**src/rtl/seq_addsub_pkg.sv**
```systemverilog
// seq_addsub_pkg: shared definitions for the sequential chunked adder/subtractor.
//   ST_IDLE/ST_RUN/ST_DONE : state encodings (0/1/2)
//   state_t                : FSM state type built on those encodings
//   idx_bits()             : width of the slice index for a given slice count
package seq_addsub_pkg;

  localparam logic [1:0] ST_IDLE = 2'd0;
  localparam logic [1:0] ST_RUN  = 2'd1;
  localparam logic [1:0] ST_DONE = 2'd2;

  typedef enum logic [1:0] {
    IDLE = ST_IDLE,
    RUN  = ST_RUN,
    DONE = ST_DONE
  } state_t;

  // At least one bit so a single-slice configuration still has a legal index.
  function automatic int unsigned idx_bits(input int unsigned n);
    return (n > 1) ? $clog2(n) : 1;
  endfunction

endpackage

```
**src/rtl/seq_addsub_if.sv**
```systemverilog
// seq_addsub_if: request/result bundle of seq_addsub.
//   start, sub, a, b, cin           : request (driven by master)
//   busy, done, result, cout, ovf   : status/result (driven by slave)
interface seq_addsub_if #(
  parameter int unsigned WIDTH = 32
);
  logic             start;
  logic             sub;
  logic [WIDTH-1:0] a;
  logic [WIDTH-1:0] b;
  logic             cin;
  logic             busy;
  logic             done;
  logic [WIDTH-1:0] result;
  logic             cout;
  logic             ovf;

  modport master (
    output start, sub, a, b, cin,
    input  busy, done, result, cout, ovf
  );

  modport slave (
    input  start, sub, a, b, cin,
    output busy, done, result, cout, ovf
  );
endinterface

```
**src/rtl/seq_addsub_rca_chunk.sv**
```systemverilog
// rca_chunk: combinational CHUNK-bit ripple-carry adder.
//   a, b  : slice operands      cin  : carry into bit 0
//   sum   : slice sum           cout : carry out of the MSB
//   cmsb  : carry into the MSB (for signed overflow detection)
module rca_chunk #(
  parameter int unsigned CHUNK = 4
) (
  input  logic [CHUNK-1:0] a,
  input  logic [CHUNK-1:0] b,
  input  logic             cin,
  output logic [CHUNK-1:0] sum,
  output logic             cout,
  output logic             cmsb
);
  logic [CHUNK:0] c;

  always_comb begin
    c    = '0;
    sum  = '0;
    c[0] = cin;
    for (int unsigned i = 0; i < CHUNK; i++) begin
      sum[i]   = a[i] ^ b[i] ^ c[i];
      c[i+1]   = (a[i] & b[i]) | (c[i] & (a[i] ^ b[i]));
    end
  end

  assign cout = c[CHUNK];
  assign cmsb = c[CHUNK-1];
endmodule

```
**src/rtl/seq_addsub.sv**
```systemverilog
// seq_addsub: sequential adder/subtractor processing CHUNK bits per cycle.
//   clk, rst : clock, synchronous active-high reset
//   bus      : seq_addsub_if.slave (start/sub/a/b/cin in; busy/done/result/cout/ovf out)
// An operation takes WIDTH/CHUNK RUN cycles followed by one DONE cycle;
// a start seen in DONE chains the next operation with no idle gap.
module seq_addsub
  import seq_addsub_pkg::*;
#(
  parameter int unsigned WIDTH = 32,
  parameter int unsigned CHUNK = 4
) (
  input  logic clk,
  input  logic rst,
  seq_addsub_if.slave bus
);
  localparam int unsigned N  = WIDTH / CHUNK;
  localparam int unsigned IW = idx_bits(N);

  state_t           state_q, state_d;
  logic             accept, last;
  logic             busy, done;
  logic [WIDTH-1:0] a_q, b_q, res_q;
  logic             carry_q, cout_q, ovf_q;
  logic [IW-1:0]    idx_q;
  logic [CHUNK-1:0] sl_a, sl_b, sl_sum;
  logic             sl_cout, sl_cmsb;

  assign last = (idx_q == IW'(N - 1));

  always_ff @(posedge clk) begin
    if (rst) state_q <= IDLE;
    else     state_q <= state_d;
  end

  always_comb begin
    state_d = state_q;
    accept  = 1'b0;
    busy    = 1'b0;
    done    = 1'b0;
    unique case (state_q)
      IDLE: begin
        if (bus.start) begin
          accept  = 1'b1;
          state_d = RUN;
        end
      end
      RUN: begin
        busy = 1'b1;
        if (last) state_d = DONE;
      end
      DONE: begin
        done = 1'b1;
        if (bus.start) begin
          accept  = 1'b1;
          state_d = RUN;
        end else begin
          state_d = IDLE;
        end
      end
      default: state_d = IDLE;
    endcase
  end

  // Current slice of the latched operands; b_q already holds ~b in subtract mode.
  always_comb begin
    sl_a = a_q[CHUNK*idx_q +: CHUNK];
    sl_b = b_q[CHUNK*idx_q +: CHUNK];
  end

  rca_chunk #(.CHUNK(CHUNK)) u_rca (
    .a    (sl_a),
    .b    (sl_b),
    .cin  (carry_q),
    .sum  (sl_sum),
    .cout (sl_cout),
    .cmsb (sl_cmsb)
  );

  always_ff @(posedge clk) begin
    if (rst) begin
      a_q     <= '0;
      b_q     <= '0;
      res_q   <= '0;
      carry_q <= 1'b0;
      cout_q  <= 1'b0;
      ovf_q   <= 1'b0;
      idx_q   <= '0;
    end else if (accept) begin
      a_q     <= bus.a;
      b_q     <= bus.sub ? ~bus.b : bus.b;
      carry_q <= bus.sub ? 1'b1 : bus.cin;
      idx_q   <= '0;
    end else if (state_q == RUN) begin
      // result is built in place; earlier slices overwrite the previous result
      res_q[CHUNK*idx_q +: CHUNK] <= sl_sum;
      carry_q <= sl_cout;
      idx_q   <= idx_q + IW'(1);
      if (last) begin
        cout_q <= sl_cout;
        ovf_q  <= sl_cmsb ^ sl_cout;
      end
    end
  end

  assign bus.busy   = busy;
  assign bus.done   = done;
  assign bus.result = res_q;
  assign bus.cout   = cout_q;
  assign bus.ovf    = ovf_q;
endmodule

```
**src/flat_wrapper.sv**
```systemverilog
// flat-port wrapper written by rule: the top's interface ports become plain ports
module seq_addsub_flat import seq_addsub_pkg::*;
#(
  parameter int unsigned WIDTH = 32,
  parameter int unsigned CHUNK = 4
)
  (clk, rst, bus_start, bus_sub, bus_a, bus_b, bus_cin, bus_busy, bus_done, bus_result, bus_cout, bus_ovf);
  seq_addsub_if #(.WIDTH(WIDTH)) bus_i ();
  input  logic clk;
  input  logic rst;
  input wire logic [$bits(bus_i.start)-1:0] bus_start;
  input wire logic [$bits(bus_i.sub)-1:0] bus_sub;
  input wire logic [$bits(bus_i.a)-1:0] bus_a;
  input wire logic [$bits(bus_i.b)-1:0] bus_b;
  input wire logic [$bits(bus_i.cin)-1:0] bus_cin;
  output wire logic [$bits(bus_i.busy)-1:0] bus_busy;
  output wire logic [$bits(bus_i.done)-1:0] bus_done;
  output wire logic [$bits(bus_i.result)-1:0] bus_result;
  output wire logic [$bits(bus_i.cout)-1:0] bus_cout;
  output wire logic [$bits(bus_i.ovf)-1:0] bus_ovf;
  assign bus_i.start = bus_start;
  assign bus_i.sub = bus_sub;
  assign bus_i.a = bus_a;
  assign bus_i.b = bus_b;
  assign bus_i.cin = bus_cin;
  assign bus_busy = bus_i.busy;
  assign bus_done = bus_i.done;
  assign bus_result = bus_i.result;
  assign bus_cout = bus_i.cout;
  assign bus_ovf = bus_i.ovf;
  seq_addsub #(.WIDTH(WIDTH), .CHUNK(CHUNK)) u_core (.clk(clk), .rst(rst), .bus(bus_i));
endmodule
```
**config.mk**
```make
export PLATFORM = sky130hd
export DESIGN_NAME = seq_addsub_flat
export DESIGN_NICKNAME = d
export VERILOG_FILES = /design/src/rtl/seq_addsub_pkg.sv /design/src/rtl/seq_addsub_if.sv /design/src/rtl/seq_addsub_rca_chunk.sv /design/src/rtl/seq_addsub.sv /design/src/flat_wrapper.sv
export SDC_FILE = /design/constraint.sdc
export NUM_CORES = 1
export LEC_CHECK = 0
export ABC_AREA = 1
export CAP_MARGIN = 25
export CELL_PAD_IN_SITES_DETAIL_PLACEMENT = 1
export CELL_PAD_IN_SITES_GLOBAL_PLACEMENT = 2
export CORE_UTILIZATION = 30
export DETAILED_ROUTE_END_ITERATION = 6
export PLACE_DENSITY = 0.95
export SYNTH_ARGS = -nofsm -noshare
export SYNTH_HDL_FRONTEND = slang
export SYNTH_HIERARCHICAL = 1
export SYNTH_SLANG_ARGS = --single-unit
```
**constraint.sdc**
```tcl
create_clock -name clk -period 5 [get_ports clk]
set_input_delay 1.25 -clock clk [delete_from_list [all_inputs] [get_ports clk]]
set_output_delay 1.25 -clock clk [all_outputs]
set_load 0.005 [all_outputs]
```
==> results.py, run 1 <==
metrics = {
    "outcome": {
        "status": "finished, final reports clean",
    },
    "cts": {
        "cts.sinks": 104,
        "ctsHoldBuffers": 0,
        "htreeDepth": 3,
        "cts-root-buf": "clkbuf_16",
        "tritoncts": "yes",
        "postCtsSetupBuffers": 0,
        "clock_latency_ns": 0.36,
        "clkTransAtPathRegs_ns": 0.07,
        "cts_resized": 0,
        "clk_path_buf_depth": 2,
        "cts_buffers": 9,
    },
    "floorplan": {
        "dieArea_mm2": 0.0169,
        "dieHeight_um": 130,
        "core_area_mm2": 0.0159,
        "fp-row-count": 46,
        "io_pins": 105,
        "fp.dieW_um": 130,
        "start_util_pct": 30.9,
    },
    "drt": {
        "wire_per_inst_um": 13.9,
        "postRouteWirelength_mm": 13.7,
        "route.detailed.drc": 0,
        "ant_nets": 0,
        "drtPass1Iterations": 4,
        "vias": 4583,
        "routed_via_density": 4.64,
        "drt_iter0_markers": 250,
    },
    "grt": {
        "grt_pass1_vias": 4708,
        "grt.busiest_layer": "met2",
        "grt_pass1_wl_mm": 23.1,
        "met3_usage_pct": 3.73,
        "globalRouteMet1Util_pct": 21.6,
        "use_met2_pct": 30.6,
        "antenna_found_initial": 0,
        "grt_max_degree": 69,
        "overflow": 0,
        "grtUsageTotal_pct": 17.5,
    },
    "sta": {
        "final_max_slew_viol_count": 0,
        "final_hold_viol_count": 0,
        "worstMarginPinSlew_ns": 0.852,
        "clock.fmax_mhz": 279,
        "min_period_ns": 3.58,
        "fin_skew_ns": 0.0105,
        "maxSlewHeadroom_pct": 43.2,
        "grt_setup_unrepaired": "no",
        "tns_ns": 0,
        "setup_viol": 0,
        "period_share_pct": 71.6,
    },
    "worst_hold_path": {
        "min_path_type": "reg2reg",
    },
    "power": {
        "peakVddDrop_mv": 0.175,
        "p_per_area_mw_per_mm2": 320,
        "power.leakage_nw": 2.56,
    },
    "placed_design": {
        "detailed_place.area_mm2": 0.00609,
        "port_buffers": 104,
        "gp_congestion": 0.838,
        "dpl.hpwl_mm": 10.1,
    },
    "logic_synthesis": {
        "yosysWarnings": 6,
        "synth_top_area_share_pct": 42.2,
        "syn-mean-instance-area_um2": 7.16,
        "yosysSeqAreaShare_pct": 42.2,
        "synthCells": 688,
        "synth.net_count": 766,
        "ys_types": 30,
        "yosys.area.top_type": "dfxtp_1",
        "netlist_top_cells_area": "dfxtp_1 42%, nor2_1 13%, o21ai_0 10%",
        "syn_area_mm2": 0.00493,
        "ys_seq_elements": 104,
    },
    "finish": {
        "fin_nets": 844,
        "syn2layout_area_growth_pct": 30.2,
        "drive_gt1_share_pct": 5.84,
        "final-seq-area_mm2": 0.00208,
        "multi_input_area_mm2": 0.00246,
        "antenna_cells": 0,
        "layout_common_cells": "168 x nor2_1, 104 x dfxtp_1, 103 x clkdlybuf4s50_1",
        "final_common_cell": "nor2_1",
        "design_area_mm2": 0.00642,
        "fillers": 1995,
    },
    "critical_path": {
        "cp_data_required_time_ns": 5.25,
        "critPathLaunchType": "register",
        "cp.arrival_ns": 3.83,
        "crit_fanout": 21,
        "end_kind": "register",
        "crit_type": "reg2reg",
    },
    "flow_run": {
        "maxCapViolations": 0,
    },
}
==> worst max-delay path, cell delays in order, from the launching register on <==
cell and delay (ns):
dfxtp_1 0.30, buf_4 0.20, inv_1 0.39, o21ai_0 0.18, o21ai_1 0.15, nor2_1 0.05, nor2_1 0.18, fa_1 0.19
inv_1 0.05, fa_1 0.37, fa_1 0.37, inv_1 0.11, fa_1 0.41, inv_1 0.11, nor3_1 0.10, o21ai_0 0.23
nor2_1 0.06
==> synthesized netlist by cell type <==
library cell / number
a21oi_1: 47
a31oi_1: 1
nand2_2: 2
nor3_2: 3
o21ai_0: 100
dfxtp_1: 104
buf_1: 1
buf_4: 1
nand2_1: 59
nor2_4: 2
xnor2_1: 32
inv_2: 10
o21a_1: 1
inv_1: 40
o211ai_1: 3
clkinv_1: 1
nand3_1: 25
ha_1: 5
nor2_1: 168
nand3_2: 1
nor2_2: 4
clkbuf_1: 22
o21ai_1: 14
nand4_1: 9
buf_2: 17
nor3_1: 4
xor2_1: 1
buf_6: 1
o22ai_1: 6
fa_1: 4
==> report_power, final <==
part	switching [mW]	internal, mW
sequential	0.0318	0.881
combinational	0.223	0.157
clock	0.312	0.450
==> routing by layer <==
metal	routed length, um	vias up
met5	0	-
met4	153	0
met3	455	13
met2	6650	73
met1	6440	2115
li1	-	2382
==> flip-flops by register name, indices dropped and copies added (netlist names) <==
name               cells
u_core/b_q            32
u_core/carry_q         1
u_core/state_q         2
u_core/idx_q           3
u_core/bus.cout        1
u_core/bus.ovf         1
u_core/a_q            32
u_core/bus.result     32
==> final timing paths <==
check / from / to / slack [ns] / cells past startpoint
hold / removal: u_core/bus.cout / u_core/bus.cout / 0.47 / 2
hold reg to reg: u_core/bus.cout / u_core/bus.cout / 0.47 / 2
setup / recovery: u_core/idx_q[1] / u_core/bus.result[7] / 1.42 / 16
setup reg to reg: u_core/idx_q[1] / u_core/bus.result[7] / 1.42 / 16
==> cell families (layout without fill, tap and decap cells) <==
kind of cell	after synthesis	after routing	synth area share (%)
AO/OA/AOI/OAI	172	172	17.8
adder cells (fa/ha/maj)	9	9	2.89
buffers and inverters	93	176	7.74
flip-flops	104	104	42.2
AND/OR/NAND/NOR	277	277	23.4
XOR/XNOR	33	33	5.86
==> per-stage QoR <==
stage | hold WS (ns) | utilization [%] | cells | setup slack [ns] | total power, mW
finish | 0.473 | 40.2 | 987 | 1.42 | 2.05
detailed placement | 0.473 | 38.2 | 971 | 1.46 | 1.32
global placement | 0.459 | 38.2 | 971 | 1.57 | 1.31
floorplan | 0.450 | - | 688 | 1.95 | 1.17
global route | 0.497 | 40.2 | 987 | 1.14 | 2.17
CTS | 0.485 | 40.2 | 987 | 1.43 | 2.08
==> cell type report <==
type,count,area share [%]
Clock buffer,10,3.72
Clock inverter,6,1.29
Inverter,51,2.98
Multi-Input combinational cell,491,38.4
Sequential cell,104,32.4
Tap cell,216,4.21
Timing Repair Buffer,109,16.9
No activity file was read; power rests on OpenSTA's default activity.
==> inputs of run 2 (changes only) <==
CORE_UTILIZATION = 25   (was 30)
PLACE_DENSITY = 0.87   (was 0.95)
clock period = 3.15 ns   (was 5 ns; I/O delays follow)
==> results.py, run 2 (synthesized netlist as in run 1, its figures left out) <==
metrics = {
    "critical_path": {
        "setup.worst_path.start": "u_core/idx_q[0]",
        "r2r-start": "u_core/idx_q[0]",
        "max_stage_delay_ns": 0.41,
        "critPathBufInv": 4,
        "cp_top_family": "adder cells",
        "end_kind": "register",
        "crit_fanout": 12,
        "path_cells": "buf_8 -> nor2_1 -> nor2_1 -> o21ai_0 -> o21ai_1 -> nand2_1 -> nand3_2 -> fa_2 -> inv_1 -> fa_2 -> fa_2 -> inv_2 -> fa_1 -> inv_2 -> nor2_2 -> nand4_1 -> nand3_1 -> nand2_1 -> nor2_1",
        "cp_data_required_time_ns": 3.40,
        "worst_path_max_delay_cell": "fa_1",
        "critPathLaunchType": "register",
        "cp.arrival_ns": 3.22,
        "crit_type": "reg2reg",
    },
    "floorplan": {
        "dieHeight_um": 142,
        "core_area_mm2": 0.0190,
        "dieArea_mm2": 0.0203,
        "io_pins": 105,
        "fp.dieW_um": 142,
        "start_util_pct": 25.9,
        "fp-row-count": 50,
    },
    "sta": {
        "fin_skew_ns": 0.00811,
        "min_period_ns": 2.97,
        "holdWs_ns": 0.476,
        "clock.fmax_mhz": 336,
        "setup_viol": 0,
        "worst_slack_ns": 0.177,
        "maxSlewHeadroom_pct": 43.5,
        "final_hold_viol_count": 0,
        "worstMarginPinSlew_ns": 0.848,
        "final_max_slew_viol_count": 0,
        "period_share_pct": 94.4,
        "tns_ns": 0,
        "grt_setup_unrepaired": "yes",
    },
    "finish": {
        "fillers": 2389,
        "final_common_cell": "nor2_1",
        "syn2layout_area_growth_pct": 34.7,
        "antenna_cells": 0,
        "design_area_mm2": 0.00664,
        "layout_common_cells": "165 x nor2_1, 103 x clkdlybuf4s50_1, 102 x dfxtp_1",
        "drive_gt1_share_pct": 9.52,
        "fin_nets": 861,
    },
    "grt": {
        "grt_max_degree": 99,
        "grt_pass1_vias": 4745,
        "grt_pass1_wl_mm": 23.5,
        "grtUsageTotal_pct": 14.8,
        "overflow": 0,
        "antenna_found_initial": 0,
    },
    "cts": {
        "clkTransAtPathRegs_ns": 0.07,
        "cts-root-buf": "clkbuf_16",
        "htreeDepth": 3,
        "cts_buffers": 9,
        "clk_path_buf_depth": 2,
        "tritoncts": "yes",
        "cts.sinks": 104,
        "clock_latency_ns": 0.36,
    },
    "placed_design": {
        "port_buffers": 104,
        "detailed_place.area_mm2": 0.00626,
        "dpl.hpwl_mm": 10.6,
        "gp_congestion": 0.827,
        "dpl_worst_slack_ns": -0.0710,
    },
    "drt": {
        "routed_via_density": 4.47,
        "route.detailed.drc": 0,
        "postRouteWirelength_mm": 14.2,
        "drtPass1Iterations": 4,
        "vias": 4680,
        "wire_per_inst_um": 13.6,
        "ant_nets": 0,
        "drt_iter0_markers": 237,
    },
    "power": {
        "total_power_mw": 3.23,
        "power.leakage_nw": 2.65,
        "p_per_area_mw_per_mm2": 486,
        "peakVddDrop_mv": 0.244,
    },
    "flow_run": {
        "maxCapViolations": 0,
    },
    "worst_hold_path": {
        "min_path_type": "reg2reg",
        "worstHoldStart": "u_core/bus.cout",
    },
    "outcome": {
        "status": "finished, final reports clean",
    },
}
run 2: cell types whose count changed in the layout (fill, tap and decap cells not counted), moves of 3 or more:
cell      before  now
buf_4          4   19
fa_1           4    1
fa_2           0    3
nor2_2         4    7
clkbuf_8       1    4
nor2_1       168  165
run 2: per-layer routing:
layer | vias to the layer above | track usage (%) | wire length, um
met5 | - | 0 | 0
met4 | 0 | 4.13 | 170
met3 | 12 | 3.20 | 558
met2 | 87 | 25.3 | 6820
met1 | 2167 | 18.5 | 6670
li1 | 2414 | - | -
run 2: timing repair:
action | CTS | global route
hold buffers | 0 | 0
pin swaps | 1 | 6
endpoints found under the setup margin | 7 | 8
buffers inserted | 0 | 2
resized for setup | 7 | 15
run 2: per-stage QoR:
stage / std cells / util (%)
2_1_floorplan: 688 / -
3_3_place_gp: 1030 / 32.9
3_5_place_dp: 1030 / 32.9
4_1_cts: 1046 / 34.6
5_1_grt: 1048 / 34.9
6_report: 1048 / 34.9
run 2: area by class of cell:
| cell class | count | area [um^2] | share of cell area, % |
|---|---|---|---|
| Inverter | 51 | 196 | 2.96 |
| Clock inverter | 3 | 22.5 | 0.339 |
| Sequential cell | 104 | 2090 | 31.4 |
| Multi-Input combinational cell | 491 | 2500 | 37.7 |
| Clock buffer | 13 | 280 | 4.22 |
| Timing Repair Buffer | 126 | 1220 | 18.5 |
| Tap cell | 260 | 325 | 4.90 |
run 2: report_power, final:
part	leakage (nW)	internal (mW)	switching (mW)
Combinational	1.65	0.276	0.368
Sequential	0.855	1.40	0.0535
Clock	0.152	0.626	0.505
Total	2.65	2.30	0.927
run 2: path summary, 6_finish.rpt:
| path | end | slack [ns] | cells after the start |
|---|---|---|---|
| max | u_core/bus.result[11] | 0.18 | 19 |
| min | u_core/bus.cout | 0.48 | 2 |
| max reg2reg | u_core/bus.result[11] | 0.18 | 19 |
| min reg2reg | u_core/bus.cout | 0.48 | 2 |
run 2: tightest hold or removal path, cell delays in order (launching register included):
cell and delay [ns]:
dfxtp_1 0.31, nand3_1 0.08, nand2_1 0.05
